File: src/rtl/vga_sync_receiver.sv
// Receiving end of a VGA timing link: recovers pixel coordinates from the
// sync edges, measures line/frame periods and tracks lock against nominal timing.
module vga_sync_receiver #(
    parameter int   H_ACTIVE    = 640,
    parameter int   H_TOTAL     = 800,
    parameter int   HSYNC_START = 656,
    parameter int   V_ACTIVE    = 480,
    parameter int   V_TOTAL     = 525,
    parameter int   VSYNC_START = 490,
    parameter logic SYNC_POL    = 1'b1,
    parameter int   LOCK_FRAMES = 2
) (
    input  logic       clk,
    input  logic       reset,
    input  logic       tick,
    input  logic       hsync_in,
    input  logic       vsync_in,
    output logic [9:0] pixelx,
    output logic [9:0] pixely,
    output logic       video_on,
    output logic       locked,
    output logic       h_err,
    output logic       v_err,
    output logic [9:0] line_len,
    output logic       frame_start
);
    typedef enum logic [1:0] {
        ST_UNLOCKED = 2'd0,
        ST_ACQUIRE  = 2'd1,
        ST_LOCKED   = 2'd2
    } lock_state_t;

    localparam logic [9:0]  X_LAST   = 10'(H_TOTAL - 1);
    localparam logic [9:0]  Y_LAST   = 10'(V_TOTAL - 1);
    localparam logic [9:0]  X_SYNC   = 10'(HSYNC_START);
    localparam logic [9:0]  Y_SYNC   = 10'(VSYNC_START);
    localparam logic [9:0]  X_ACT    = 10'(H_ACTIVE);
    localparam logic [9:0]  Y_ACT    = 10'(V_ACTIVE);
    localparam logic [10:0] H_PERIOD = 11'(H_TOTAL);
    localparam logic [9:0]  V_PERIOD = 10'(V_TOTAL);
    localparam logic [9:0]  CNT_MAX  = 10'h3FF;
    localparam logic [2:0]  LOCK_N   = 3'(LOCK_FRAMES);

    logic        r_hs_s, r_vs_s, r_hs_prev, r_vs_prev;
    logic [9:0]  r_x, r_y, r_hp, r_vp, r_line_len;
    logic        r_h_seen, r_v_seen, r_h_err_seen;
    logic        r_h_err, r_v_err, r_frame_start, r_locked, r_video_on;
    logic [2:0]  r_good_cnt;
    lock_state_t r_state;

    logic        w_hedge, w_vedge, w_x_wrap;
    logic [9:0]  w_x_next, w_y_next, w_hp_inc, w_vp_inc;
    logic [10:0] w_hp_plus1;
    logic        w_h_bad, w_h_timeout, w_h_err, w_v_bad, w_frame_good;
    logic [2:0]  w_good_next;
    lock_state_t w_state_next;

    assign w_hedge      = tick & r_hs_s & ~r_hs_prev;
    assign w_vedge      = tick & r_vs_s & ~r_vs_prev;
    assign w_x_wrap     = (r_x == X_LAST);
    assign w_hp_plus1   = {1'b0, r_hp} + 11'd1;
    // line_len saturates rather than wrapping to 0 after a sync timeout
    assign w_hp_inc     = (r_hp == CNT_MAX) ? CNT_MAX : r_hp + 10'd1;
    assign w_vp_inc     = (r_vp == CNT_MAX) ? CNT_MAX : r_vp + 10'd1;
    assign w_h_bad      = w_hedge & r_h_seen & (w_hp_plus1 != H_PERIOD);
    assign w_h_timeout  = tick & ~w_hedge & (r_hp == (CNT_MAX - 10'd1));
    assign w_h_err      = w_h_bad | w_h_timeout;
    assign w_v_bad      = w_vedge & r_v_seen & (r_vp != V_PERIOD);
    assign w_frame_good = w_vedge & r_v_seen & (r_vp == V_PERIOD) & ~r_h_err_seen & ~w_h_err;

    // Next coordinates: sync edges re-seed, otherwise free-run and wrap
    always_comb begin
        w_x_next = r_x;
        w_y_next = r_y;
        if (w_hedge) begin
            w_x_next = X_SYNC;
        end else if (w_x_wrap) begin
            w_x_next = 10'd0;
        end else begin
            w_x_next = r_x + 10'd1;
        end
        if (w_vedge) begin
            w_y_next = Y_SYNC;
        end else if (w_x_wrap && !w_hedge) begin
            w_y_next = (r_y == Y_LAST) ? 10'd0 : r_y + 10'd1;
        end else begin
            w_y_next = r_y;
        end
    end

    // Input stage: normalise sync polarity every clk
    always_ff @(posedge clk or posedge reset) begin
        if (reset) begin
            r_hs_s <= 1'b0;
            r_vs_s <= 1'b0;
        end else begin
            r_hs_s <= (hsync_in == SYNC_POL);
            r_vs_s <= (vsync_in == SYNC_POL);
        end
    end

    // Coordinate counters, period counters and seen flags, advanced per tick
    always_ff @(posedge clk or posedge reset) begin
        if (reset) begin
            r_hs_prev    <= 1'b0;
            r_vs_prev    <= 1'b0;
            r_x          <= 10'd0;
            r_y          <= 10'd0;
            r_hp         <= 10'd0;
            r_vp         <= 10'd0;
            r_h_seen     <= 1'b0;
            r_v_seen     <= 1'b0;
            r_h_err_seen <= 1'b0;
        end else if (tick) begin
            r_hs_prev <= r_hs_s;
            r_vs_prev <= r_vs_s;
            r_x       <= w_x_next;
            r_y       <= w_y_next;
            r_hp      <= w_hedge ? 10'd0 : w_hp_inc;
            if (w_vedge) begin
                r_vp <= 10'd0;
            end else if (w_hedge) begin
                r_vp <= w_vp_inc;
            end
            if (w_h_timeout) begin
                r_h_seen <= 1'b0;
            end else if (w_hedge) begin
                r_h_seen <= 1'b1;
            end
            if (w_vedge) begin
                r_v_seen <= 1'b1;
            end
            // a line error taints the frame being measured up to the next vedge
            if (w_vedge) begin
                r_h_err_seen <= 1'b0;
            end else if (w_h_err) begin
                r_h_err_seen <= 1'b1;
            end
        end
    end

    // Lock FSM state register
    always_ff @(posedge clk or posedge reset) begin
        if (reset) begin
            r_state    <= ST_UNLOCKED;
            r_good_cnt <= 3'd0;
        end else begin
            r_state    <= w_state_next;
            r_good_cnt <= w_good_next;
        end
    end

    // Lock FSM next state: errors override everything, timeout fully unlocks
    always_comb begin
        w_state_next = r_state;
        w_good_next  = r_good_cnt;
        if (w_h_timeout) begin
            w_state_next = ST_UNLOCKED;
            w_good_next  = 3'd0;
        end else if (w_h_err || w_v_bad) begin
            w_state_next = ST_ACQUIRE;
            w_good_next  = 3'd0;
        end else begin
            case (r_state)
                ST_UNLOCKED: begin
                    if (w_vedge) begin
                        w_state_next = ST_ACQUIRE;
                        w_good_next  = 3'd0;
                    end else begin
                        w_state_next = ST_UNLOCKED;
                    end
                end
                ST_ACQUIRE: begin
                    if (w_frame_good) begin
                        w_good_next = r_good_cnt + 3'd1;
                        if ((r_good_cnt + 3'd1) >= LOCK_N) begin
                            w_state_next = ST_LOCKED;
                        end else begin
                            w_state_next = ST_ACQUIRE;
                        end
                    end else begin
                        w_state_next = ST_ACQUIRE;
                    end
                end
                ST_LOCKED: begin
                    w_state_next = ST_LOCKED;
                end
                default: begin
                    w_state_next = ST_UNLOCKED;
                    w_good_next  = 3'd0;
                end
            endcase
        end
    end

    // Registered outputs; pulses only ever fire on tick cycles
    always_ff @(posedge clk or posedge reset) begin
        if (reset) begin
            r_h_err       <= 1'b0;
            r_v_err       <= 1'b0;
            r_frame_start <= 1'b0;
            r_locked      <= 1'b0;
            r_video_on    <= 1'b0;
            r_line_len    <= 10'd0;
        end else begin
            r_h_err       <= w_h_err;
            r_v_err       <= w_v_bad;
            r_frame_start <= tick & (w_x_next == 10'd0) & (w_y_next == 10'd0);
            if (tick) begin
                r_locked   <= (w_state_next == ST_LOCKED);
                r_video_on <= (w_state_next == ST_LOCKED) & (w_x_next < X_ACT) & (w_y_next < Y_ACT);
                if (w_hedge) begin
                    r_line_len <= w_hp_inc;
                end
            end
        end
    end

    assign pixelx      = r_x;
    assign pixely      = r_y;
    assign video_on    = r_video_on;
    assign locked      = r_locked;
    assign h_err       = r_h_err;
    assign v_err       = r_v_err;
    assign line_len    = r_line_len;
    assign frame_start = r_frame_start;

endmodule

File: config.mk
export PLATFORM = sky130hd
export DESIGN_NAME = vga_sync_receiver
export DESIGN_NICKNAME = d
export VERILOG_FILES = /design/src/rtl/vga_sync_receiver.sv
export SDC_FILE = /design/constraint.sdc
export NUM_CORES = 1
export LEC_CHECK = 0
export BUFFER_PORTS_ARGS = -buffer_cell sky130_fd_sc_hd__buf_2
export CORE_ASPECT_RATIO = 0.75
export CORE_MARGIN = 5
export CORE_UTILIZATION = 40
export CTS_CLUSTER_DIAMETER = 120
export DETAILED_ROUTE_END_ITERATION = 6
export PLACE_DENSITY_LB_ADDON = 0.05
export SLEW_MARGIN = 40
export SYNTH_ARGS = -nofsm -noshare
export SYNTH_HDL_FRONTEND = slang
export SYNTH_SLANG_ARGS = --single-unit
export TNS_END_PERCENT = 50
File: constraint.sdc
create_clock -name clk -period 2.2 [get_ports clk]
set_input_delay 0.44 -clock clk [delete_from_list [all_inputs] [get_ports clk]]
set_output_delay 0.44 -clock clk [all_outputs]
set_load 0.02 [all_outputs]
==> impl_metrics.csv <==
group,metric,value,unit
outcome,status,"complete, no violations",
synth,synth-seq-area-share,41.4,%
detailed_routing,postRouteAntennaNets,0,
synth,ys_warn_count,0,
timing,hold_viol,0,
die,die_area,0.0123,mm2
cells_and_area,antenna_cells,0,
cells_and_area,drive_gt1_share,27.8,%
synth,synth_top_area_share,41.4,%
detailed_routing,wl,11.0,mm
power_and_ir_drop,powerDensity,782,mW/mm2
placed_design,io_buffers,39,
die,num_rows,31,
timing,finalSetupViolations,0,
worst_setup_path,crit_type,"flop to flop",
power_and_ir_drop,total_power,3980,uW
clock_network,postCtsSetupBuffers,0,
power_and_ir_drop,irDropWorstVdd,0.464,mV
timing,relSlewSlack,57.2,%
clock_network,cts_tree,"built",
timing,tightest_slew,0.641,ns
cells_and_area,final_util,52.1,%
global_routing,grt_overflow_total,0,
clock_network,clockBufferDepth,2,
clock_network,clk_pin_slew,0.06,ns
power_and_ir_drop,p_leak,0.00226,uW
clock_network,cts-htree-levels,3,
detailed_routing,viasPerCell,5.57,
timing,fin_setup_tns,0,ns
run,maxCapViolations,0,
synth,syn_inst,453,
timing,fmax,0.457,GHz
synth,yosys_register_bits,67,
global_routing,grt_pass1_vias,3751,
timing,min_period_over_period,99.6,%
placed_design,gp_congestion,0.870,
timing,rsz0062_at_grt,"yes",
cells_and_area,areaGrowthSynthToFinish,25.7,%
detailed_routing,drc,0,
synth,yosysMostFrequentCell,"dfrtp_1",
worst_setup_path,cp.required,2.42,ns
synth,syn_avg_cell_area,8.95,um2
die,pin_count,40,
timing,hold_slack,0.195,ns
detailed_routing,num_vias,3757,
clock_network,ctsRootBufferMaster,"clkbuf_16",
clock_network,cts_buffers,9,
synth,synth.cell_area,0.00405,mm2
min_path,min_path_type,"input port to asynchronous set/reset pin",
detailed_routing,drt_iter0_markers,238,
worst_setup_path,cp-start-kind,"flop",
synth,synth-main-ff-cell,"dfrtp_1",
detailed_routing,detail_route.first_pass.iterations,4,
synth,syn_nets,467,
die,initial_core_util,41.5,%
detailed_routing,wire_per_inst,16.4,um
timing,drv_slew,0,
synth,synth-edff-count,0,
worst_setup_path,crit_arrival,2.41,ns
worst_setup_path,path_max_fanout,7,
global_routing,grt_pass1_wl,18.8,mm
cells_and_area,nets,552,
global_routing,grt_max_degree,29,
global_routing,grt_usage,18.7,%
timing,clock_skew,0.00721,ns
synth,synth_top_area_cell,"dfrtp_1",
die,core,0.00977,mm2
die,die_w,126,um
placed_design,dpl.hpwl,8.14,mm
worst_setup_path,end_kind,"flop",
synth,synthTopCellsByCount,"dfrtp_1, nand2_1, o21ai_0",
synth,synthTopCellsByArea,"dfrtp_1, o21ai_0, nand2_1, nor2_1, nand3_1",
timing,min_period,2.19,ns
die,dieHeight,97.2,um
clock_network,clk_latency,0.33,ns
synth,yosys.cell_types.count,65,
global_routing,antenna_found_initial,0,
synth,async_reset_ff_share,100,%
clock_network,clock-sinks,67,
[layout make-up]
class                   count  area [um2]
inverters                  11        45.0
flip-flops and latches     67        1680
clock buffers              14         264
well taps                 132         165
fillers                   951        4680
clock inverters             2        35.0
repair buffers            105         703
multi-input cells         344        2200
[timing repair]
item                       CTS  global route
gates resized for setup      0            12
setup endpoints to repair    0             6
hold buffers                 0             0
[worst paths after layout]
kind / startpoint / end / slack, ns / depth (start not counted)
max: pixelx[7] / frame_start / 0.009 / 7
min: reset / pixelx[7] / 0.20 / 2
max reg2reg: pixelx[7] / frame_start / 0.009 / 7
min reg2reg: line_len[0] / line_len[0] / 0.47 / 2
max in group asynchronous: reset / r_hp[7] / 1.40 / 3
min in group clk: vsync_in / r_vs_s / 0.21 / 1
[sequential cells by signal, summed over array words and instances (netlist names), 2 cells and up]
signal      cells
r_vp           10
r_good_cnt      3
r_state         2
line_len       10
pixelx         10
r_hp           10
pixely         10
[power breakdown]
part	total (uW)	leakage [uW]	switching, uW	internal [uW]
Sequential	1490	0.000832	112	1380
Clock	1470	0.000147	531	939
Combinational	1020	0.00128	608	416
Total	3980	0.00226	1250	2730
[metal layers]
metal	global-route usage, %	wire [um]	share of wire (%)
met4	4.95	132	1.2
met5	0	0	0
met2	28.0	4780	43
met1	27.0	5520	50
met3	4.40	609	5.5
[per-stage QoR]
step / cells / setup slack [ns] / area (um2)
floorplan: 453 / -0.0544 / 4060
global placement: 659 / 0.0630 / 4750
detailed placement: 659 / 0.0362 / 4750
CTS: 675 / 0.0199 / 5050
global route: 675 / -0.0684 / 5090
finish: 675 / 0.00947 / 5090
[placed cells by master, fill, tap and decap left out, types with 6 or more instances in the layout]
master and instances:
ha_1 8, a31oi_1 9, buf_4 65, o21ai_0 38
a21oi_1 23, and3_1 12, nand2_1 43, nand3_1 25
nand4_1 9, a211oi_1 7, and2_1 8, nand2b_1 6
dfrtp_1 62, buf_2 39, clkbuf_16 9, inv_1 10
nor3_1 9, xnor2_1 7, nor2_1 34
[cells by family after synthesis]
kind of cell / Yosys count / share of synthesized area [%]
fa+ha+maj: 9 / 2.78
mux: 9 / 2.38
xor+xnor: 12 / 2.59
buf+inv: 42 / 5.50
compound gates: 125 / 20.3
flops: 67 / 41.4
simple gates: 189 / 25.1
[worst max-delay path, cell delays in order, from the launching register on]
cell and delay, ns:
dfrtp_1 0.39, nor3b_2 0.44, nand4_1 0.22, buf_4 0.19
or3_2 0.40, o211ai_1 0.16, nor4_2 0.09, and4b_1 0.19
No activity file was read; power rests on OpenSTA's default activity.
